==> src/rtl/mem_port_arbiter_if.sv <==
// Bundle of the cache-side request/response signals and the main-memory port signals.
// Latency: none, wires only.
// Backpressure: requesters hold req until their done pulse; memory stalls by holding m_rdy low.
//
// Signals:
//   i_req/i_addr                   I-cache line-read request
//   d_req/d_wr/d_addr/d_wdata      D-cache fill or write-back request
//   m_rdy/m_rdata                  memory completion and read line
//   m_re/m_we/m_addr/m_wdata       memory strobes, line address and write data
//   rdata/i_done/d_done/err        line and completion pulses returned to the caches
// Modports: slave = arbiter view, master = environment (caches + memory) view.
interface mem_port_arbiter_if;
    logic        i_req;
    logic [13:0] i_addr;
    logic        d_req;
    logic        d_wr;
    logic [13:0] d_addr;
    logic [63:0] d_wdata;
    logic        m_rdy;
    logic [63:0] m_rdata;
    logic        m_re;
    logic        m_we;
    logic [13:0] m_addr;
    logic [63:0] m_wdata;
    logic [63:0] rdata;
    logic        i_done;
    logic        d_done;
    logic        err;

    modport slave (
        input  i_req, i_addr, d_req, d_wr, d_addr, d_wdata, m_rdy, m_rdata,
        output m_re, m_we, m_addr, m_wdata, rdata, i_done, d_done, err
    );

    modport master (
        output i_req, i_addr, d_req, d_wr, d_addr, d_wdata, m_rdy, m_rdata,
        input  m_re, m_we, m_addr, m_wdata, rdata, i_done, d_done, err
    );
endinterface

==> src/rtl/mem_port_arbiter.sv <==
// Shares one main-memory line port between the I-cache fill path and the D-cache fill/write-back path.
// Latency: grant edge + at least one BUSY cycle + one RESP cycle (3 cycles minimum per transaction).
// Backpressure: one transaction in flight; the losing requester holds req and is granted in the next IDLE.
//
// Ports:
//   clk    rising-edge clock
//   rst_n  synchronous active-low reset; drops any in-flight transaction without a done pulse
//   bus    mem_port_arbiter_if.slave (cache requests, memory port, done/err/rdata back to the caches)
// Parameter TIMEOUT (2..255): BUSY cycles without m_rdy before the transaction is aborted with err.
// Build option RR_ARB_EN: round-robin on simultaneous requests; otherwise D-cache has fixed priority.
// All outputs come straight from flops; there is no combinational input-to-output path.
module mem_port_arbiter #(
    parameter int TIMEOUT = 64
) (
    input  logic               clk,
    input  logic               rst_n,
    mem_port_arbiter_if.slave  bus
);

    typedef enum logic [1:0] {
        ST_IDLE = 2'd0,
        ST_BUSY = 2'd1,
        ST_RESP = 2'd2
    } state_t;

    localparam logic [7:0] TIMER_LAST = 8'(TIMEOUT - 1);

    state_t      state, state_nxt;
    logic [7:0]  timer, timer_nxt;
    // 1 = D-cache was granted last, 0 = I-cache; also selects which done fires in RESP
    logic        last_gnt_d, last_gnt_d_nxt;

    logic        m_re_q, m_re_nxt;
    logic        m_we_q, m_we_nxt;
    logic [13:0] m_addr_q, m_addr_nxt;
    logic [63:0] m_wdata_q, m_wdata_nxt;
    logic [63:0] rdata_q, rdata_nxt;
    logic        i_done_q, i_done_nxt;
    logic        d_done_q, d_done_nxt;
    logic        err_q, err_nxt;

    logic        any_req;
    logic        grant_d;
    logic        timeout_hit;

    assign any_req     = bus.i_req | bus.d_req;
    // m_rdy wins over the watchdog when both land on the same edge
    assign timeout_hit = (timer == TIMER_LAST) && !bus.m_rdy;

`ifdef RR_ARB_EN
    // On a tie, hand the port to whichever side did not have it last
    assign grant_d = bus.d_req && (!bus.i_req || !last_gnt_d);
`else
    assign grant_d = bus.d_req;
`endif

    // State and output registers
    always_ff @(posedge clk) begin
        if (!rst_n) begin
            state      <= ST_IDLE;
            timer      <= '0;
            last_gnt_d <= 1'b0;
            m_re_q     <= 1'b0;
            m_we_q     <= 1'b0;
            m_addr_q   <= '0;
            m_wdata_q  <= '0;
            rdata_q    <= '0;
            i_done_q   <= 1'b0;
            d_done_q   <= 1'b0;
            err_q      <= 1'b0;
        end else begin
            state      <= state_nxt;
            timer      <= timer_nxt;
            last_gnt_d <= last_gnt_d_nxt;
            m_re_q     <= m_re_nxt;
            m_we_q     <= m_we_nxt;
            m_addr_q   <= m_addr_nxt;
            m_wdata_q  <= m_wdata_nxt;
            rdata_q    <= rdata_nxt;
            i_done_q   <= i_done_nxt;
            d_done_q   <= d_done_nxt;
            err_q      <= err_nxt;
        end
    end

    // Next-state logic
    always_comb begin
        state_nxt = state;
        case (state)
            ST_IDLE: if (any_req) state_nxt = ST_BUSY;
            ST_BUSY: if (bus.m_rdy || timeout_hit) state_nxt = ST_RESP;
            ST_RESP: state_nxt = ST_IDLE;
            default: state_nxt = ST_IDLE;
        endcase
    end

    // Next values of the registered outputs and the datapath
    always_comb begin
        timer_nxt      = timer;
        last_gnt_d_nxt = last_gnt_d;
        m_re_nxt       = m_re_q;
        m_we_nxt       = m_we_q;
        m_addr_nxt     = m_addr_q;
        m_wdata_nxt    = m_wdata_q;
        rdata_nxt      = rdata_q;
        i_done_nxt     = i_done_q;
        d_done_nxt     = d_done_q;
        err_nxt        = err_q;

        case (state)
            ST_IDLE: begin
                i_done_nxt = 1'b0;
                d_done_nxt = 1'b0;
                err_nxt    = 1'b0;
                if (any_req) begin
                    last_gnt_d_nxt = grant_d;
                    timer_nxt      = '0;
                    if (grant_d) begin
                        m_addr_nxt  = bus.d_addr;
                        m_wdata_nxt = bus.d_wdata;
                        m_we_nxt    = bus.d_wr;
                        m_re_nxt    = !bus.d_wr;
                    end else begin
                        // I-cache has no write data; m_wdata keeps its last value
                        m_addr_nxt = bus.i_addr;
                        m_we_nxt   = 1'b0;
                        m_re_nxt   = 1'b1;
                    end
                end else begin
                    m_re_nxt = 1'b0;
                    m_we_nxt = 1'b0;
                end
            end

            ST_BUSY: begin
                if (bus.m_rdy) begin
                    // Write-backs capture m_rdata too; the caller ignores rdata then
                    rdata_nxt  = bus.m_rdata;
                    m_re_nxt   = 1'b0;
                    m_we_nxt   = 1'b0;
                    err_nxt    = 1'b0;
                    i_done_nxt = !last_gnt_d;
                    d_done_nxt = last_gnt_d;
                end else if (timeout_hit) begin
                    rdata_nxt  = '0;
                    m_re_nxt   = 1'b0;
                    m_we_nxt   = 1'b0;
                    err_nxt    = 1'b1;
                    i_done_nxt = !last_gnt_d;
                    d_done_nxt = last_gnt_d;
                end else begin
                    timer_nxt = timer + 8'd1;
                end
            end

            ST_RESP: begin
                i_done_nxt = 1'b0;
                d_done_nxt = 1'b0;
                err_nxt    = 1'b0;
            end

            default: begin
                m_re_nxt   = 1'b0;
                m_we_nxt   = 1'b0;
                i_done_nxt = 1'b0;
                d_done_nxt = 1'b0;
                err_nxt    = 1'b0;
            end
        endcase
    end

    assign bus.m_re    = m_re_q;
    assign bus.m_we    = m_we_q;
    assign bus.m_addr  = m_addr_q;
    assign bus.m_wdata = m_wdata_q;
    assign bus.rdata   = rdata_q;
    assign bus.i_done  = i_done_q;
    assign bus.d_done  = d_done_q;
    assign bus.err     = err_q;

endmodule

==> src/flat_wrapper.sv <==
// flat-port wrapper written by rule: the top's interface ports become plain ports
module mem_port_arbiter_flat 
#(
    parameter int TIMEOUT = 64
)
  (clk, rst_n, bus_i_req, bus_i_addr, bus_d_req, bus_d_wr, bus_d_addr, bus_d_wdata, bus_m_rdy, bus_m_rdata, bus_m_re, bus_m_we, bus_m_addr, bus_m_wdata, bus_rdata, bus_i_done, bus_d_done, bus_err);
  mem_port_arbiter_if bus_i ();
  input  logic clk;
  input  logic rst_n;
  input wire logic [$bits(bus_i.i_req)-1:0] bus_i_req;
  input wire logic [$bits(bus_i.i_addr)-1:0] bus_i_addr;
  input wire logic [$bits(bus_i.d_req)-1:0] bus_d_req;
  input wire logic [$bits(bus_i.d_wr)-1:0] bus_d_wr;
  input wire logic [$bits(bus_i.d_addr)-1:0] bus_d_addr;
  input wire logic [$bits(bus_i.d_wdata)-1:0] bus_d_wdata;
  input wire logic [$bits(bus_i.m_rdy)-1:0] bus_m_rdy;
  input wire logic [$bits(bus_i.m_rdata)-1:0] bus_m_rdata;
  output wire logic [$bits(bus_i.m_re)-1:0] bus_m_re;
  output wire logic [$bits(bus_i.m_we)-1:0] bus_m_we;
  output wire logic [$bits(bus_i.m_addr)-1:0] bus_m_addr;
  output wire logic [$bits(bus_i.m_wdata)-1:0] bus_m_wdata;
  output wire logic [$bits(bus_i.rdata)-1:0] bus_rdata;
  output wire logic [$bits(bus_i.i_done)-1:0] bus_i_done;
  output wire logic [$bits(bus_i.d_done)-1:0] bus_d_done;
  output wire logic [$bits(bus_i.err)-1:0] bus_err;
  assign bus_i.i_req = bus_i_req;
  assign bus_i.i_addr = bus_i_addr;
  assign bus_i.d_req = bus_d_req;
  assign bus_i.d_wr = bus_d_wr;
  assign bus_i.d_addr = bus_d_addr;
  assign bus_i.d_wdata = bus_d_wdata;
  assign bus_i.m_rdy = bus_m_rdy;
  assign bus_i.m_rdata = bus_m_rdata;
  assign bus_m_re = bus_i.m_re;
  assign bus_m_we = bus_i.m_we;
  assign bus_m_addr = bus_i.m_addr;
  assign bus_m_wdata = bus_i.m_wdata;
  assign bus_rdata = bus_i.rdata;
  assign bus_i_done = bus_i.i_done;
  assign bus_d_done = bus_i.d_done;
  assign bus_err = bus_i.err;
  mem_port_arbiter #(.TIMEOUT(TIMEOUT)) u_core (.clk(clk), .rst_n(rst_n), .bus(bus_i));
endmodule
==> config.mk <==
export PLATFORM = sky130hd
export DESIGN_NAME = mem_port_arbiter_flat
export DESIGN_NICKNAME = d
export VERILOG_FILES = /design/src/rtl/mem_port_arbiter_if.sv /design/src/rtl/mem_port_arbiter.sv /design/src/flat_wrapper.sv
export SDC_FILE = /design/constraint.sdc
export NUM_CORES = 1
export LEC_CHECK = 0
export CAP_MARGIN = 10
export CORE_MARGIN = 10
export CORE_UTILIZATION = 35
export CTS_CLUSTER_SIZE = 12
export DETAILED_ROUTE_END_ITERATION = 10
export HOLD_SLACK_MARGIN = 0.06
export PLACE_DENSITY = 0.74
export SKIP_LAST_GASP = 1
export SYNTH_ARGS = -nofsm -noshare
export SYNTH_HDL_FRONTEND = slang
export SYNTH_SLANG_ARGS = --single-unit
==> constraint.sdc <==
create_clock -name clk -period 3.3 [get_ports clk]
set_input_delay 0.825 -clock clk [delete_from_list [all_inputs] [get_ports clk]]
set_output_delay 0.825 -clock clk [all_outputs]
set_load 0.02 [all_outputs]
# Word level (Yosys, flattened, before mapping)

Index checks and enable logic that the tools add are counted.
Widths: inputs -> output; s select.

Add/subtract/negate cells: 1
Equality and inequality tests: 8
Muxes and demuxes: 22
Bitwise gates (word level): 4
Reductions and logical operators: 16

Operators by type and width:

| operator            | count |
|---|---|
| $mux 64             | 2 |
| $mux 8              | 3 |
| $pmux 8 s2          | 1 |
| $mux 14             | 1 |
| $mux 1              | 10 |
| $reduce_and 2->1    | 5 |
| $add 8x1->8 const B | 1 |
| $eq 8x6->1 const B  | 1 |
| $pmux 1 s3          | 2 |
| $mux 2              | 2 |
| $ne 2x1->1 const B  | 2 |
| $ne 2x2->1 const B  | 2 |
| $pmux 2 s2          | 1 |
| $reduce_and 4->1    | 1 |
| $reduce_bool 2->1   | 2 |
| $logic_not 1->1     | 3 |
| $ne 3x2->1 const B  | 1 |
| $not 1->1           | 3 |
| $reduce_and 3->1    | 1 |
| $reduce_or 3->1     | 1 |
| $eq 2x1->1 const B  | 1 |
| $eq 2x2->1 const B  | 1 |
| $logic_not 2->1     | 1 |
| $logic_and 1x1->1   | 1 |
| 2 further kinds     | 2 |

Register bits: 158
Output and inout port bits: 147
Word-level logic and storage cells: 62

# Longest topological paths before layout

Word-level depth: 5
Depth in mapped cells: 7
Gate-level depth less buffers: 5

# Worst setup path before layout

Ideal clock, no wire load.

Path type: input to register
Start: in bus_m_rdy
End: reg u_core.timer[2]
Setup time: 0.070 ns
Data arrival time: 1.987 ns
Setup slack: 1.243 ns
Cell stages on the path: 6
Cell sequence: or3b_1 > buf_6 > a21o_1 > buf_6 > or3_1 > a21oi_1

Longest elaborated chain between the ends: 4

RTL lines:

| item                                | RTL line               | source |
|---|---|---|
| start: declaration                  | flat_wrapper.sv:16     | `input wire logic [$bits(bus_i.m_rdy)-1:0] bus_m_rdy;` |
| $logic_not 1->1                     | mem_port_arbiter.sv:48 | `assign timeout_hit = (timer == TIMER_LAST) && !bus.m_rdy;` |
| $logic_and 1x1->1                   | mem_port_arbiter.sv:48 |  |
| $ne 2x2->1 (no source line)         | --                     |  |
| $reduce_and 4->1 (no source line) * | --                     |  |
| end signal: assignment              | mem_port_arbiter.sv:73 | `timer <= timer_nxt;` |
| end: declaration                    | mem_port_arbiter.sv:29 | `logic [7:0] timer, timer_nxt;` |

Every way passes the cells marked *; elsewhere a longest branch is shown, timed or not.
A chain may end at the register's enable or synchronous reset.

# Final worst setup path

Start: reg u_core.m_wdata_q[52], in the netlist u_core.bus.m_wdata[52]
End: out bus_m_wdata[52]

RTL lines:

| item                     | RTL line               | source |
|---|---|---|
| start: declaration       | mem_port_arbiter.sv:36 | `logic [63:0] m_wdata_q, m_wdata_nxt;` |
| start signal: assignment | mem_port_arbiter.sv:78 | `m_wdata_q <= m_wdata_nxt;` |
| end: declaration         | flat_wrapper.sv:21     | `output wire logic [$bits(bus_i.m_wdata)-1:0] bus_m_wdata;` |

No word-level cell between the ends.

==> impl_metrics.toml <==
[status]
status = "completed"

[worst_setup_path]
critPathMaxFanout = 2
crit_start = "u_core.bus.m_wdata[52]"
critical_path_arrival_ns = 1.43
crit_path_top_delay_cell = "clkdlybuf4s50_1"
crit-reg2reg-launch = "u_core.timer[0]"
slowest_delay_ns = 0.68
startpoint_type = "flop"
path_class = "reg2out"
path_buf_inv = 1
cp.required_ns = 2.47
critPathTopFamily = "buffers and inverters"
path_cells = "clkdlybuf4s50_1"
crit_path_end_kind = "primary output"

[cells_and_area]
drive_gt1_share_pct = 5.57
syn2layout_area_growth_pct = 70.4
layout.nets = 1029
antennaDiodeCount = 0

[route]
detail_route.wl_per_cell_um = 17.7
drt-total-wl_mm = 19.3
dr.pass1.iters = 4
vias = 5208
via_per_inst = 4.78
drtIter0Drc = 263
drc_errors = 0
ant_nets = 0

[cts]
cts.repair.resized = 0
insertion_delay_ns = 0.42
cts-root-buf = "clkbuf_16"
cts_tree = "done"
cts-buffers-inserted = 17
cts.sinks = 158
hold_buffers = 0
htree_levels = 4
max-clock-path-buffers = 2
path_clk_slew_ns = 0.06
cts_setup_buffers = 0

[timing]
finClkSkew_ns = 0.0100
hold_slack_ns = 0.450
setup_violations = 0
hold_violations = 0
min_period_over_period_pct = 68.3
max-slew-margin-rel_pct = 57.0
rsz0062_at_grt = "false"
tightest_slew_ns = 0.640
drv_slew = 0
fin_crit_ns = 2.25
fin_setup_tns_ns = 0
max_clock_freq_mhz = 444

[global_route]
grt_overflow = 0
antenna_found_initial = 0
grt_util_met1_pct = 19.4
met3_usage_pct = 6.94
grt_pass1_vias = 5073
gr-usage-met2_pct = 28.2
grt_pass1_wl_mm = 28.1
track_usage_pct = 17.2
grt_max_degree = 89
grt_most_used_layer = "met2"

[yosys]
yosysUniqueCellTypes = 39
synthFlopType = "dfxtp_1"
synth_edf_count = 0
synth-warning-count = 0
postSynthAreaPerCell_um2 = 9.49
synthCells = 575
synth-seq-cells = 158
async_reset_ff_share_pct = 0
synth_nets = 738
netlist_area_um2 = 5460
ys_seq_area_share_pct = 58.0

[job]
drv_cap = 0

[power_and_ir_drop]
ir_drop_mv = 0.311
fin_total_pwr_mw = 4.87
p_leak_nw = 3.48
p_per_area_nw_per_um2 = 524

[die]
die-area_um2 = 21000
core_area_um2 = 15300
rows = 45
initial_core_util_pct = 35.8
io_pins = 309
die_w_um = 145
die_h_um = 145

[placed_design]
dp_hpwl_mm = 14.4
gp_congestion = 0.791
port_buffers = 308

[min_path]
hp-class = "reg2reg"
worst_hold_startpoint = "u_core.bus.m_wdata[41]"
metrics by stage:
stage | std cells | instance area, µm² | setup slack, ns | utilization [%]
2_1_floorplan | 575 | 5460 | 1.24 | -
3_3_place_gp | 1058 | 8710 | 0.726 | 57.1
3_5_place_dp | 1058 | 8710 | 0.691 | 57.1
4_1_cts | 1090 | 9300 | 1.01 | 60.9
5_1_grt | 1090 | 9300 | 1.01 | 60.9
6_report | 1090 | 9300 | 1.05 | 60.9
power by group:
part	switching (mW)	leakage (nW)	internal (mW)
sequential	0.0577	1.29	2.02
combinational	0.416	1.91	0.449
clock	0.833	0.276	1.09
registers in the layout (all words and copies together) (netlist names):
register and count:
u_core.bus.d_done 1, u_core.bus.err 1, u_core.bus.i_done 1, u_core.bus.m_addr 14
u_core.bus.m_re 1, u_core.bus.m_wdata 64, u_core.bus.m_we 1, u_core.bus.rdata 64
u_core.last_gnt_d 1, u_core.state 2, u_core.timer 8
layer usage:
| layer | vias up | part of all wire (%) | wire, µm |
|---|---|---|---|
| li1 | 2594 | - | - |
| met1 | 2393 | 40 | 7630 |
| met2 | 196 | 48 | 9260 |
| met3 | 25 | 10 | 1950 |
| met4 | 0 | 2.5 | 479 |
| met5 | - | 0 | 0 |
cells by family (layout without fill, tap and decap cells):
family,Yosys count,in the layout,synth area share [%]
AND/OR/NAND/NOR,187,187,14.2
flip-flops,158,158,58.0
buffers and inverters,47,351,3.97
adder cells (fa/ha/maj),1,1,0.229
multiplexers,14,14,2.57
AO/OA/AOI/OAI,168,168,21.1
layout by cell type (no fill, tap or decap), types with 3 or more instances in the layout:
master / synthesis / layout
clkinv_4: 0 / 3
dfxtp_1: 158 / 158
mux2i_1: 14 / 14
clkbuf_16: 0 / 17
nand3_1: 10 / 10
clkdlybuf4s50_1: 0 / 308
o21ai_0: 3 / 3
buf_12: 0 / 4
clkinvlp_4: 0 / 4
a21oi_1: 74 / 74
a211oi_1: 14 / 14
o211ai_1: 3 / 3
buf_4: 0 / 4
a31oi_1: 4 / 4
nor2_1: 19 / 19
nand2_1: 141 / 140
a22o_1: 64 / 64
layout make-up:
| class | count | area [µm²] |
|---|---|---|
| fillers | 1322 | 5960 |
| clock buffers | 19 | 453 |
| well taps | 211 | 264 |
| inverters | 3 | 11.3 |
| repair buffers | 316 | 3190 |
| multi-input cells | 370 | 2080 |
| clock inverters | 13 | 131 |
| flip-flops and latches | 158 | 3160 |
synthesized netlist by cell type (3+ instances only):
cell type | instances | area, µm²
o21ai_0 | 3 | 15.0
buf_2 | 11 | 55.1
a21oi_1 | 74 | 370
nand2_1 | 141 | 529
o211ai_1 | 3 | 22.5
dfxtp_1 | 158 | 3160
clkbuf_1 | 23 | 86.3
a22o_1 | 64 | 561
nand3_1 | 10 | 50.1
buf_1 | 7 | 26.3
a211oi_1 | 14 | 105
nor2_1 | 19 | 71.3
a31oi_1 | 4 | 25.0
mux2i_1 | 14 | 140
path summary, 6_finish.rpt:
path / end / slack (ns) / depth (start not counted)
max: bus_m_wdata[52] / 1.05 / 1
min: u_core.bus.m_wdata[41] / 0.45 / 2
max reg2reg: u_core.bus.rdata[48] / 1.46 / 6
min reg2reg: u_core.bus.m_wdata[41] / 0.45 / 2
Power figures use the tool's default switching activity.
